`config.mk`:
```
export PLATFORM = sky130hd
export DESIGN_NAME = alert_handler_accu_multi
export DESIGN_NICKNAME = d
export VERILOG_FILES = /design/src/rtl/alert_handler_accu_multi.sv
export SDC_FILE = /design/constraint.sdc
export NUM_CORES = 1
export LEC_CHECK = 0
export CAP_MARGIN = 10
export CORE_MARGIN = 2
export CORE_UTILIZATION = 55
export CTS_CLUSTER_SIZE = 16
export DETAILED_ROUTE_END_ITERATION = 16
export PLACE_DENSITY = 0.83
export SETUP_SLACK_MARGIN = 0.2
export SLEW_MARGIN = 20
export SYNTH_ARGS = -nofsm -noshare
export SYNTH_HDL_FRONTEND = slang
export SYNTH_SLANG_ARGS = --single-unit
```
`constraint.sdc`:
```
create_clock -name clk_i -period 7.6 [get_ports clk_i]
set_clock_uncertainty 0.1 [all_clocks]
set_input_delay 1.9 -clock clk_i [delete_from_list [all_inputs] [get_ports clk_i]]
set_output_delay 1.9 -clock clk_i [all_outputs]
set_load 0.01 [all_outputs]
```
`src/rtl/alert_handler_accu_multi.sv`:
```
// Multi-class alert accumulator with optional leaky (decay) mode.
// Each class counts gated triggers in a saturating counter. It raises
// escalation when a trigger arrives while count >= threshold. Counter and
// decay timer are duplicated, and any copy mismatch sets a sticky fault.
//
// Ports:
//   clk_i, rst_ni   clock, async active-low reset
//   class_en_i      per-class enable
//   clr_i           per-class clear of counter and decay timer
//   class_trig_i    per-class alert trigger pulse
//   thresh_i        per-class escalation threshold (packed, AccuCntDw each)
//   decay_en_i      per-class leaky-mode enable
//   decay_period_i  per-class cycles per decrement, 0 disables decay
//   accu_cnt_o      per-class counter value (copy 0)
//   accu_trig_o     per-class escalation trigger (combinational)
//   accu_sat_o      per-class counter-at-all-ones flag
//   accu_fail_o     per-class sticky redundancy fault
module alert_handler_accu_multi #(
  parameter int unsigned NumClasses = 4,
  parameter int unsigned AccuCntDw  = 16,
  parameter int unsigned DecayDw    = 24
) (
  input  logic                            clk_i,
  input  logic                            rst_ni,
  input  logic [NumClasses-1:0]           class_en_i,
  input  logic [NumClasses-1:0]           clr_i,
  input  logic [NumClasses-1:0]           class_trig_i,
  input  logic [NumClasses*AccuCntDw-1:0] thresh_i,
  input  logic [NumClasses-1:0]           decay_en_i,
  input  logic [NumClasses*DecayDw-1:0]   decay_period_i,
  output logic [NumClasses*AccuCntDw-1:0] accu_cnt_o,
  output logic [NumClasses-1:0]           accu_trig_o,
  output logic [NumClasses-1:0]           accu_sat_o,
  output logic [NumClasses-1:0]           accu_fail_o
);

  for (genvar c = 0; c < NumClasses; c++) begin : g_class
    logic [AccuCntDw-1:0] thresh;
    logic [DecayDw-1:0]   period;
    logic                 trig_g, dec_act, clr;
    logic [AccuCntDw-1:0] cnt0_q, cnt0_d;
    logic [DecayDw-1:0]   tmr0_q, tmr0_d;
    logic                 tick0;
    // Copy-1 input taps, kept as separate nets from copy 0
    logic                 trig_g1, dec_act1, clr1;
    logic [DecayDw-1:0]   period1;
    logic [AccuCntDw-1:0] cnt1_q, cnt1_d;
    logic [DecayDw-1:0]   tmr1_q, tmr1_d;
    logic                 tick1;
    logic                 fail_q;

    assign thresh  = thresh_i[c*AccuCntDw +: AccuCntDw];
    assign period  = decay_period_i[c*DecayDw +: DecayDw];
    assign trig_g  = class_trig_i[c] & class_en_i[c];
    assign dec_act = decay_en_i[c] & class_en_i[c] & (period != '0);
    assign clr     = clr_i[c];

    assign trig_g1  = class_trig_i[c] & class_en_i[c];
    assign dec_act1 = decay_en_i[c] & class_en_i[c] &
                      (decay_period_i[c*DecayDw +: DecayDw] != '0);
    assign clr1     = clr_i[c];
    assign period1  = decay_period_i[c*DecayDw +: DecayDw];

    // Copy 0: decay timer and counter next state
    always_comb begin
      tmr0_d = tmr0_q;
      tick0  = 1'b0;
      cnt0_d = cnt0_q;
      // >= lets a shortened period expire an already-advanced timer at once
      if (clr || !dec_act || (cnt0_q == '0)) begin
        tmr0_d = '0;
      end else if (tmr0_q >= period - DecayDw'(1)) begin
        tmr0_d = '0;
        tick0  = 1'b1;
      end else begin
        tmr0_d = tmr0_q + DecayDw'(1);
      end
      if (clr) begin
        cnt0_d = '0;
      end else if (trig_g && tick0) begin
        cnt0_d = cnt0_q;
      end else if (trig_g) begin
        if (cnt0_q != '1) cnt0_d = cnt0_q + AccuCntDw'(1);
      end else if (tick0) begin
        cnt0_d = cnt0_q - AccuCntDw'(1);
      end
    end

    // Copy 1: independent next-state logic from its own input taps
    always_comb begin
      tmr1_d = tmr1_q;
      tick1  = 1'b0;
      cnt1_d = cnt1_q;
      if (clr1 || !dec_act1 || (cnt1_q == '0)) begin
        tmr1_d = '0;
      end else if (tmr1_q >= period1 - DecayDw'(1)) begin
        tmr1_d = '0;
        tick1  = 1'b1;
      end else begin
        tmr1_d = tmr1_q + DecayDw'(1);
      end
      if (clr1) begin
        cnt1_d = '0;
      end else if (trig_g1 && tick1) begin
        cnt1_d = cnt1_q;
      end else if (trig_g1) begin
        if (cnt1_q != '1) cnt1_d = cnt1_q + AccuCntDw'(1);
      end else if (tick1) begin
        cnt1_d = cnt1_q - AccuCntDw'(1);
      end
    end

    // Copy-0 state
    always_ff @(posedge clk_i or negedge rst_ni) begin
      if (!rst_ni) begin
        cnt0_q <= '0;
        tmr0_q <= '0;
      end else begin
        cnt0_q <= cnt0_d;
        tmr0_q <= tmr0_d;
      end
    end

    // Copy-1 state
    always_ff @(posedge clk_i or negedge rst_ni) begin
      if (!rst_ni) begin
        cnt1_q <= '0;
        tmr1_q <= '0;
      end else begin
        cnt1_q <= cnt1_d;
        tmr1_q <= tmr1_d;
      end
    end

    // Sticky fault: only reset clears it
    always_ff @(posedge clk_i or negedge rst_ni) begin
      if (!rst_ni) begin
        fail_q <= 1'b0;
      end else if ((cnt0_q != cnt1_q) || (tmr0_q != tmr1_q)) begin
        fail_q <= 1'b1;
      end
    end

    assign accu_cnt_o[c*AccuCntDw +: AccuCntDw] = cnt0_q;
    assign accu_trig_o[c] = trig_g & (cnt0_q >= thresh);
    assign accu_sat_o[c]  = &cnt0_q;
    assign accu_fail_o[c] = fail_q;
  end

endmodule

```
After elaboration in Yosys (flattened, before gate mapping)
Index checks and enable logic that the tools add are counted.

word-level totals
  input bits = 178
  output and inout port bits = 76
  bits in registers = 324
  word-level logic and storage cells = 240

operators by class
  reduce and logical (&&, ||, !) cells = 60
  bitwise operators = 16
  add/subtract/negate cells = 28
  mux-type cells = 72
  order comparisons = 12
  equal/unequal tests = 32

operator list
  kind                                                                  number
  16-bit 2-to-1 mux                                                     40
  24-bit 2-to-1 mux                                                     16
  24-bit by 1-bit adder with 24-bit output, second input constant       8
  24-bit >= comparator                                                  8
  16-bit by 1-bit adder with 16-bit output, second input constant       8
  16-bit logical NOT                                                    8
  16-bit != test, second input constant                                 8
  16-bit by 1-bit subtractor with 16-bit output, second input constant  8
  24-bit != test                                                        4
  24-bit nonzero test                                                   4
  24-bit by 1-bit subtractor with 24-bit output, second input constant  4
  16-bit >= comparator                                                  4
  16-bit != test                                                        4
  16-bit AND reduction                                                  4
  3-bit by 2-bit != test with 1-bit output, second input constant       8
  3-bit AND reduction                                                   8
  3-bit nonzero test                                                    8
  1-bit AND                                                             16
  1-bit logical OR                                                      16
  1-bit 2-to-1 mux                                                      16
  2-bit != test, second input constant                                  8
  1-bit logical AND                                                     8
  1-bit logical NOT                                                     4

Depth between registers and ports, before layout
Gate-level depths: netlist (run 1).

  depth after elaboration = 10
  gate-level depth with buffers = 18
  mapped depth without buffers = 16

Worst setup path after synthesis (run 1)
Ideal clock, no wire load.

  kind = in2reg
  start = input port decay_period_i[79]
  end = register g_class[3].cnt1_q[12]
  cell stages on the path = 16
  required time = 7372 ps
  setup slack = 1887 ps
  data arrival time = 5486 ps
  path buffers = 2
  setup time = 128 ps
  cells stage by stage = or4_1 clkbuf_1 nor2_1 nand2_1 or3_1 xor2_1 ha_1 nand4_1 nor3_1 a21oi_1 o21a_1 o41a_1 a21oi_2 mux2_4 buf_6 mux2_1

between the ends
  cells in the longest elaborated chain, start to end = 9
  elaborated cells between the ends (all ways) = 13
  those cells by class = add/sub: 1; order compare: 1; eq/ne: 1; mux: 2; bitwise: 1; reduce/logical: 7

RTL lines
  element                                                                                                line  text
  start, declared                                                                                        30    input logic [NumClasses*DecayDw-1:0] decay_period_i,
  parallel branches: the longest is 5 deep, another holds 24-bit by 1-bit subtractor with 24-bit output  --
  1-bit 2-to-1 mux *                                                                                     94    if (clr1 || !dec_act1 || (cnt1_q == '0)) begin
  1-bit logical AND                                                                                      104   end else if (trig_g1 && tick1) begin
  2-bit != test (no line)                                                                                --
  3-bit AND reduction (no line) *                                                                        --
  end signal, assigned                                                                                   130   cnt1_q <= cnt1_d;
  end, declared                                                                                          47    logic [AccuCntDw-1:0] cnt1_q, cnt1_d;

Every way passes the cells marked *.
A chain may end at the register's enable or synchronous reset.

Worst setup path in the final report (run 1)
  start = input port thresh_i[48]
  end = output port accu_trig_o[3]

between the ends
  cells in the longest elaborated chain, start to end = 2

RTL lines
  element               line  text
  start, declared       28    input logic [NumClasses*AccuCntDw-1:0] thresh_i,
  16-bit >= comparator  145   assign accu_trig_o[c] = trig_g & (cnt0_q >= thresh);
  1-bit AND             145
  end, declared         32    output logic [NumClasses-1:0] accu_trig_o,

Every way passes these cells.

==> impl_metrics.ini, run 1 <==
[run_status]
status = finished, final reports clean

[grt]
grt_pass1_wl_um = 135000
grt_use_total_pct = 28.9
grt_antenna_before_repair = 2
grt_pass1_vias = 26700
gr-total-overflow = 0
grt_max_degree = 153

[power]
cellPowerDensity_nw_per_um2 = 168
irDropWorstVdd_uv = 146
p_leak_nw = 15.4

[cts]
holdBufCountCts = 0
post_cts_resized = 0
clk_pin_slew_ns = 0.06
cts_setup_buffers = 0
clkLatencyLatePin_ns = 0.57
cts_sinks = 324
root_buffer = clkbuf_16
h-tree-depth = 2
cts_buffer_depth = 3
tritoncts = yes
cts_made_buffers = 40

[layout]
nFillCells = 4499
drive_gt1_share_pct = 3.57
area_delta_synth_final_pct = 15.4
nets = 4250
antenna_cells = 0

[sta]
timing.fmax_mhz = 153
setup_viol = 0
worst_pin_slew_ns = 1.08
rsz0062_at_grt = false
setup_tns_ns = 0
fin_crit_ns = 6.56
slew_viol_final = 0
finalCritPeriodShare_pct = 86.3
hold_violations = 0
setup_ws_ns = 1.04
slew_headroom_pct = 28.0

[logic_synthesis]
synth.most_common_cell = nor2_1
ys_seq_elements = 324
synth_nets = 4026
syn_inst = 3472
syn_area_um2 = 29700
yosysTopAreaCellShare_pct = 27.3
synth_edf_count = 0
yosysSeqAreaShare_pct = 27.3
synth_top_cells_by_count = nor2_1 (384), ha_1 (368), dfrtp_1 (324)
ys_types = 92
yosysWarnings = 0
ys.flop_type = dfrtp_1
synth_top_area_cell = dfrtp_1
async_reset_ff_share_pct = 100
synthTopCellsByArea = dfrtp_1 (27%), ha_1 (15%), xnor2_1 (8.3%)
syn_area_per_cell_um2 = 8.56

[setup_path]
worstSetupPathType = in2out
r2r_end = g_class[2].cnt1_q[15]$_DFFE_PN0P_
end_kind = output pin
start_kind = input port
cp_max_fo = 1
r2r_cells = 11
cp.arrival_ns = 4.56
crit_required_ns = 5.60
r2r_start = g_class[2].tmr1_q[0]$_DFF_PN0_
reg2reg_setup_slack_ns = 3.87

[placement]
pre_cts_ws_ns = 0.901
io_buffers = 253
hpwl_um = 60400
gp_congestion = 0.978

[floorplanning]
core_um2 = 53600
row_count = 85
dieArea_um2 = 55900
dieWidth_um = 237
pin_count = 254
die_y_um = 237
start_util_pct = 55.5

[flow_run]
maxCapViolations = 0

[routing]
route.detailed.drc = 0
wl_per_cell_um = 18.3
vias_per_cell = 6.17
drt_iter0_drc = 2032
ant_nets = 0
dr.pass1.iters = 5
wl_um = 81100
vias = 27300

[hold_path]
hp-start = g_class[2].tmr1_q[0]$_DFF_PN0_
hold_depth = 1
hp-class = reg2reg
hold_path_end = g_class[2].tmr1_q[0]$_DFF_PN0_
[power by group]
part,switching (W),internal (W)
clock,0.000800,0.00121
combinational,0.000906,0.000835
sequential,0.000204,0.00180
[metal layers]
layer  wire (um)  share of wire (%)  GRT usage, %
met1       35100                 43          38.3
met2       38500                 47          48.4
met3        5160                6.4          4.06
met4        2320                2.9          9.76
met5          27              0.033             0
[final cells by class]
type	instances	area (um2)	share of cell area [%]
Tap cell	696	871	2.54
Timing Repair Buffer	278	2740	7.98
Sequential cell	324	8110	23.6
Multi-Input combinational cell	2907	20700	60.3
Clock buffer	58	1170	3.41
Clock inverter	15	196	0.572
Inverter	145	544	1.59
[kinds of logic (layout without fill, tap and decap cells)]
logic type	count (synthesis)	in the layout	synth area share (%)
compound gates	664	664	14.7
xor+xnor	507	507	15.1
fa+ha+maj	377	377	16.1
buf+inv	241	496	3.17
flops	324	324	27.3
mux	39	39	1.42
simple gates	1320	1320	22.3
[layout by cell type (no fill, tap or decap), types with 13 or more instances in the layout]
| master | synthesis | layout |
|---|---|---|
| nor2_1 | 384 | 384 |
| ha_1 | 368 | 368 |
| dfrtp_1 | 324 | 324 |
| xnor2_1 | 281 | 281 |
| clkdlybuf4s50_1 | 0 | 252 |
| xor2_1 | 222 | 222 |
| nand3_1 | 185 | 185 |
| nand2_1 | 183 | 183 |
| a21oi_1 | 175 | 175 |
| o21ai_0 | 145 | 145 |
| inv_1 | 144 | 144 |
| nand4_1 | 113 | 113 |
| nor3_1 | 101 | 101 |
| nor4_1 | 84 | 84 |
| a21o_1 | 72 | 72 |
| and3_1 | 70 | 70 |
| or3_1 | 43 | 43 |
| clkbuf_16 | 0 | 41 |
| o21a_1 | 38 | 38 |
| nor2b_1 | 34 | 34 |
| a211oi_1 | 34 | 34 |
| nand2b_1 | 28 | 28 |
| mux2i_1 | 25 | 25 |
| buf_4 | 4 | 24 |
| o31ai_1 | 22 | 22 |
| and4_1 | 21 | 21 |
| or4_1 | 17 | 17 |
| a31oi_1 | 17 | 17 |
| a211o_1 | 17 | 17 |
| and2_1 | 13 | 13 |
| o211ai_1 | 13 | 13 |
| a31o_2 | 13 | 13 |
[worst max-delay path, cell delays in order]
cell and delay, ns:
clkdlybuf4s50_1 0.40, ha_1 0.29, nand2b_1 0.15, a21o_1 0.17
a21o_1 0.17, a21o_1 0.16, a21o_1 0.17, a21o_1 0.17
a21o_1 0.19, a21oi_1 0.19, o21ai_0 0.11, clkdlybuf4s50_1 0.48
[worst max path at each step]
| stage | startpoint | to | slack [ns] |
|---|---|---|---|
| after floorplan | decay_period_i[79] | g_class[3].cnt1_q[12]$_DFFE_PN0P_ | 1.89 |
| after global placement | decay_period_i[24] | g_class[1].cnt1_q[15]$_DFFE_PN0P_ | 1.00 |
| after detailed placement | decay_period_i[7] | g_class[0].cnt0_q[6]$_DFFE_PN0P_ | 0.90 |
| after CTS | thresh_i[48] | accu_trig_o[3] | 1.04 |
| after global routing | thresh_i[48] | accu_trig_o[3] | 0.95 |
| final | thresh_i[48] | accu_trig_o[3] | 1.04 |
[flip-flops by register name (all words and copies together) (netlist names)]
signal / flops
g_class.fail_q: 4
g_class.tmr1_q: 96
g_class.cnt0_q: 64
g_class.cnt1_q: 64
g_class.tmr0_q: 96
[stage by stage]
stage | instances | power (W) | util (%) | hold WS [ns] | instance area (um2)
2_1_floorplan | 3472 | 0.00318 | - | 0.352 | 29700
3_3_place_gp | 4350 | 0.00370 | 61.5 | 0.436 | 32900
3_5_place_dp | 4350 | 0.00375 | 61.5 | 0.433 | 32900
4_1_cts | 4423 | 0.00577 | 64.0 | 0.479 | 34300
5_1_grt | 4423 | 0.00608 | 64.0 | 0.514 | 34300
6_report | 4423 | 0.00576 | 64.0 | 0.482 | 34300
Power figures use the tool's default switching activity.
==> run 2: changes to the inputs <==
--- a/config.mk
+++ b/config.mk
@@ -8,10 +8,12 @@
 export CAP_MARGIN = 10
 export CORE_MARGIN = 2
 export CORE_UTILIZATION = 55
-export CTS_CLUSTER_SIZE = 16
+export CTS_CLUSTER_SIZE = 40
 export DETAILED_ROUTE_END_ITERATION = 16
+export GPL_TIMING_DRIVEN = 0
 export PLACE_DENSITY = 0.83
 export SETUP_SLACK_MARGIN = 0.2
+export SKIP_LAST_GASP = 1
 export SLEW_MARGIN = 20
 export SYNTH_ARGS = -nofsm -noshare
 export SYNTH_HDL_FRONTEND = slang
==> run 2 against run 1 <==
  * Final area up 1.1%
  * Die area unchanged
  * Worst setup slack worse by 0.031 ns
  * Critical path depth up 4
  * Utilization up 0.71 points
  * Critical endpoint is now g_class[0].cnt1_q[0]$_DFFE_PN0P_
  * Highest routed layer is now met4
==> impl_metrics.ini, run 2 (same netlist as run 1, synthesis figures left out) <==
[layout]
nFillCells = 4411
antenna_cells = 0
regArea_um2 = 8110
final_cell_mix = nor2_1 (384), ha_1 (368), dfrtp_1 (324)
area_delta_synth_final_pct = 16.7
multiInputGateArea_um2 = 20700
nets = 4322
reg_top3 = g_class.tmr0_q (96), g_class.tmr1_q (96)
utilization_pct = 64.7
final_common_cell = nor2_1
drive_gt1_share_pct = 3.40

[setup_path]
start_kind = input port
r2r_end = g_class[2].cnt1_q[13]$_DFFE_PN0P_
end_kind = flop
worstSetupPathType = in2reg
crit_required_ns = 7.94
r2r_cells = 12
cp_max_fo = 10
r2r_start = g_class[2].tmr1_q[0]$_DFF_PN0_
reg2reg_setup_slack_ns = 3.65
cp.arrival_ns = 6.93

[sta]
finalCritPeriodShare_pct = 86.7
fin_crit_ns = 6.59
setup_viol = 0
timing.fmax_mhz = 152
worst_pin_slew_ns = 0.937
hold_violations = 0
setup_ws_ns = 1.01
whs_ns = 0.424
slew_viol_final = 0
rsz0062_at_grt = false
slew_headroom_pct = 37.0

[grt]
gr-total-overflow = 0
grt_pass1_wl_um = 135000
grt_use_total_pct = 29.0
grt_max_degree = 84
grt_pass1_vias = 26600
grt_antenna_before_repair = 0

[hold_path]
hold_depth = 2
hp-class = reg2reg
hold_path_end = g_class[1].fail_q$_DFFE_PN0P_
hp-start = g_class[1].fail_q$_DFFE_PN0P_

[placement]
pre_cts_ws_ns = 0.557
gp_congestion = 0.945
io_buffers = 251
hpwl_um = 61900

[cts]
cts_buffer_depth = 3
root_buffer = clkbuf_16
cts_made_buffers = 40
post_cts_resized = 0
cts_sinks = 324
cts_setup_buffers = 0
holdBufCountCts = 0
clkLatencyLatePin_ns = 0.56
clk_pin_slew_ns = 0.06
h-tree-depth = 2
tritoncts = yes

[power]
p_leak_nw = 15.5
cellPowerDensity_nw_per_um2 = 170
irDropWorstVdd_uv = 185

[floorplanning]
pin_count = 254
core_um2 = 53600
dieWidth_um = 237
start_util_pct = 55.5
dieArea_um2 = 55900
row_count = 85
die_y_um = 237

[routing]
drt_iter0_drc = 2238
vias = 27700
ant_nets = 0
wl_per_cell_um = 18.3
wl_um = 82400
route.detailed.drc = 0
vias_per_cell = 6.16
dr.pass1.iters = 6

[flow_run]
maxCapViolations = 0

[run_status]
status = finished, final reports clean
## run 2: cell types whose count changed in the layout (fill, tap and decap cells not counted), moves of 3 or more
cell	change
clkbuf_1	+82
buf_4	-20
clkbuf_8	+5
nand2_1	-4
nand2_2	+4
buf_16	+3
buf_2	+3
bufinv_16	+3
clkinvlp_4	-3
## run 2: worst max path at each step
| stage | start | to | slack (ns) | cells past startpoint |
|---|---|---|---|---|
| finish | decay_period_i[3] | g_class[0].cnt1_q[0]$_DFFE_PN0P_ | 1.01 | 16 |
| CTS | thresh_i[48] | accu_trig_o[3] | 1.05 | 12 |
| global route | decay_period_i[3] | g_class[0].cnt1_q[0]$_DFFE_PN0P_ | 0.63 | 16 |
| global placement | rst_ni | g_class[1].tmr0_q[17]$_DFF_PN0_ | -9.86 | 1 |
| floorplan | decay_period_i[79] | g_class[3].cnt1_q[12]$_DFFE_PN0P_ | 1.89 | 16 |
| detailed placement | decay_period_i[27] | g_class[1].cnt1_q[1]$_DFFE_PN0P_ | 0.56 | 16 |
## run 2: final cells by class
class | instances | area share [%]
flip-flops and latches | 324 | 23.4
well taps | 696 | 2.51
clock buffers | 59 | 3.53
plain buffers | 96 | 1.15
inverters | 145 | 1.57
multi-input cells | 2907 | 59.7
repair buffers | 254 | 7.49
clock inverters | 13 | 0.700
## run 2: report_power, final
part / internal [W] / total, W / switching, W
Combinational: 0.000839 / 0.00176 / 0.000922
Clock: 0.00135 / 0.00214 / 0.000791
Sequential: 0.00180 / 0.00200 / 0.000200
## run 2: layer usage
layer	up-vias	track usage (%)	part of all wire [%]
li1	13200	-	-
met1	13200	38.7	43
met2	1050	47.9	47
met3	203	3.36	6.4
met4	0	11.7	3.5
met5	-	0	0
## run 2: per-stage QoR
step / cell area [um2] / power (W) / setup TNS (ns) / std cells
4_1_cts: 34700 / 0.00590 / 0 / 4494
2_1_floorplan: 29700 / 0.00318 / 0 / 3472
3_3_place_gp: 33100 / 0.00371 / -3180.88 / 4419
3_5_place_dp: 33200 / 0.00376 / 0 / 4422
6_report: 34700 / 0.00590 / 0 / 4494
5_1_grt: 34700 / 0.00620 / 0 / 4494
## run 2: worst max-delay path, stage by stage
cell and delay [ns]:
clkdlybuf4s50_1 0.48, nor4_1 0.83, nand4_1 0.49, nor3_1 0.31
xnor2_1 0.16, ha_1 0.36, nand3_1 0.08, nor2_1 0.24
o41ai_1 0.13, o41ai_1 0.30, maj3_1 0.29, and3b_1 0.20
nor4_1 0.42, clkbuf_1 0.39, o21ai_0 0.15, and3_1 0.19
==> run 3: changes to the inputs <==
--- a/config.mk
+++ b/config.mk
@@ -11,7 +11,7 @@
 export CTS_CLUSTER_SIZE = 40
 export DETAILED_ROUTE_END_ITERATION = 16
 export GPL_TIMING_DRIVEN = 0
-export PLACE_DENSITY = 0.83
+export PLACE_DENSITY = 0.76
 export SETUP_SLACK_MARGIN = 0.2
 export SKIP_LAST_GASP = 1
 export SLEW_MARGIN = 20
==> run 3 against run 2 <==
  * Worst setup slack got worse by 0.22 ns
  * Non-clock buffer count unchanged
  * Sequential share of layout area hardly changed
  * Critical path depth is 1 lower
  * Sequential power about the same
  * Via count is 1.9% lower
  * First-iteration DRC count down 19%
  * Utilization decreased by 0.10 points
  * Routed wire length is 0.61% lower
  * Register-to-register slack better by 0.02 ns
  * Final area fell by 0.16%
==> impl_metrics.ini, run 3 (same netlist as run 1, synthesis figures left out) <==
[run_status]
status = finished, final reports clean

[setup_path]
worstSetupPathType = in2reg
end_kind = flop
cpPeakStageDelay_ns = 0.87
crit_required_ns = 7.93
cp_max_fo = 10
path_cells = clkdlybuf4s50_1 > nor4_1 > nand4_1 > nor3_1 > xnor2_1 > ha_1 > nand3_1 > nor2_1 > o41ai_1 > o41ai_1 > maj3_1 > and3b_1 > o21ai_1 > clkbuf_1 > nor2_1
cp_slowest_cell = nor4_1
cp.arrival_ns = 7.14
start_kind = input port

[layout]
regArea_um2 = 8110
final_cell_mix = nor2_1 (384), ha_1 (368), dfrtp_1 (324)
utilization_pct = 64.6
reg_top3 = g_class.tmr0_q (96), g_class.tmr1_q (96)
area_delta_synth_final_pct = 16.5
nFillCells = 4559
final_common_cell = nor2_1
design_area_um2 = 34600
antenna_cells = 0
multiInputGateArea_um2 = 20700
drive_gt1_share_pct = 3.34
nets = 4323

[routing]
vias_per_cell = 6.04
drt_iter0_drc = 1809
vias = 27100
wl_um = 81900
wl_per_cell_um = 18.2
ant_nets = 0
dr.pass1.iters = 5
route.detailed.drc = 0

[floorplanning]
dieArea_um2 = 55900
pin_count = 254
die_y_um = 237
start_util_pct = 55.5
dieWidth_um = 237
core_um2 = 53600
row_count = 85

[placement]
io_buffers = 251
placed_cell_area_um2 = 33200
gp_congestion = 0.952
hpwl_um = 61300
pre_cts_ws_ns = 0.347

[cts]
clk_pin_slew_ns = 0.06
cts_made_buffers = 41
h-tree-depth = 2
post_cts_resized = 0
cts_sinks = 324
cts_buffer_depth = 3
cts_setup_buffers = 0
holdBufCountCts = 0
tritoncts = yes
root_buffer = clkbuf_16
clkLatencyLatePin_ns = 0.56

[hold_path]
hp-class = reg2reg

[grt]
gr-total-overflow = 0
grt_max_degree = 94
grt_pass1_wl_um = 135000
grt_pass1_vias = 26100
grt_antenna_before_repair = 0
grt_use_total_pct = 29.0

[sta]
whs_ns = 0.435
hold_violations = 0
setup_viol = 0
timing.fmax_mhz = 147
finalCritPeriodShare_pct = 89.6
worst_pin_slew_ns = 1.10
rsz0062_at_grt = false
fin_crit_ns = 6.81
setup_ws_ns = 0.788
slew_headroom_pct = 26.0
setup_tns_ns = 0
slew_viol_final = 0

[flow_run]
maxCapViolations = 0

[power]
cellPowerDensity_nw_per_um2 = 169
irDropWorstVdd_uv = 177
p_leak_nw = 15.5
[run 3: cell types whose count changed in the layout (fill, tap and decap cells not counted), sizes merged]
cell      delta
clkinvlp     +5
bufinv       +1
clkbuf       -8
clkinv       +3
[run 3: final timing paths]
| kind | startpoint | endpoint | slack [ns] | depth (start not counted) |
|---|---|---|---|---|
| worst max-delay path | decay_period_i[3] | g_class[0].tmr1_q[12]$_DFF_PN0_ | 0.79 | 15 |
| worst min-delay path | g_class[2].fail_q$_DFFE_PN0P_ | g_class[2].fail_q$_DFFE_PN0P_ | 0.43 | 2 |
| worst max register to register | g_class[2].tmr1_q[0]$_DFF_PN0_ | g_class[2].cnt1_q[10]$_DFFE_PN0P_ | 3.67 | 12 |
| worst min register to register | g_class[2].fail_q$_DFFE_PN0P_ | g_class[2].fail_q$_DFFE_PN0P_ | 0.43 | 2 |
| max in group asynchronous | rst_ni | g_class[2].tmr1_q[16]$_DFF_PN0_ | 4.94 | 3 |
| min in group asynchronous | rst_ni | g_class[0].tmr1_q[5]$_DFF_PN0_ | 1.15 | 1 |
[run 3: report_power, final]
| group | switching, W | internal [W] |
|---|---|---|
| sequential | 0.000196 | 0.00180 |
| combinational | 0.000923 | 0.000839 |
| clock | 0.000810 | 0.00129 |
| total | 0.00193 | 0.00394 |
[run 3: worst max-delay path: cells and delay by family]
family          cells  cell delay, ns
buf+inv             2            0.99
xor+xnor            1            0.15
simple gates        7            2.40
fa+ha+maj           2            0.63
compound gates      3            1.07
[run 3: final cells by class]
cell class | instances | share of cell area [%]
flip-flops and latches | 324 | 23.4
clock inverters | 22 | 0.939
plain buffers | 96 | 1.15
well taps | 696 | 2.51
multi-input cells | 2907 | 59.8
repair buffers | 254 | 7.51
clock buffers | 51 | 3.16
inverters | 145 | 1.57
[run 3: layer usage]
metal	up-vias	GRT usage (%)	routed length, um
met5	-	0	0
met4	0	8.76	2120
met3	157	3.02	4290
met2	828	47.9	38000
met1	12900	40.1	37500
li1	13200	-	-
[run 3: metrics by stage]
stage          instances  total power, W
2_1_floorplan       3472         0.00318
3_3_place_gp        4419         0.00372
3_5_place_dp        4422         0.00376
4_1_cts             4495         0.00588
5_1_grt             4495         0.00618
6_report            4495         0.00587
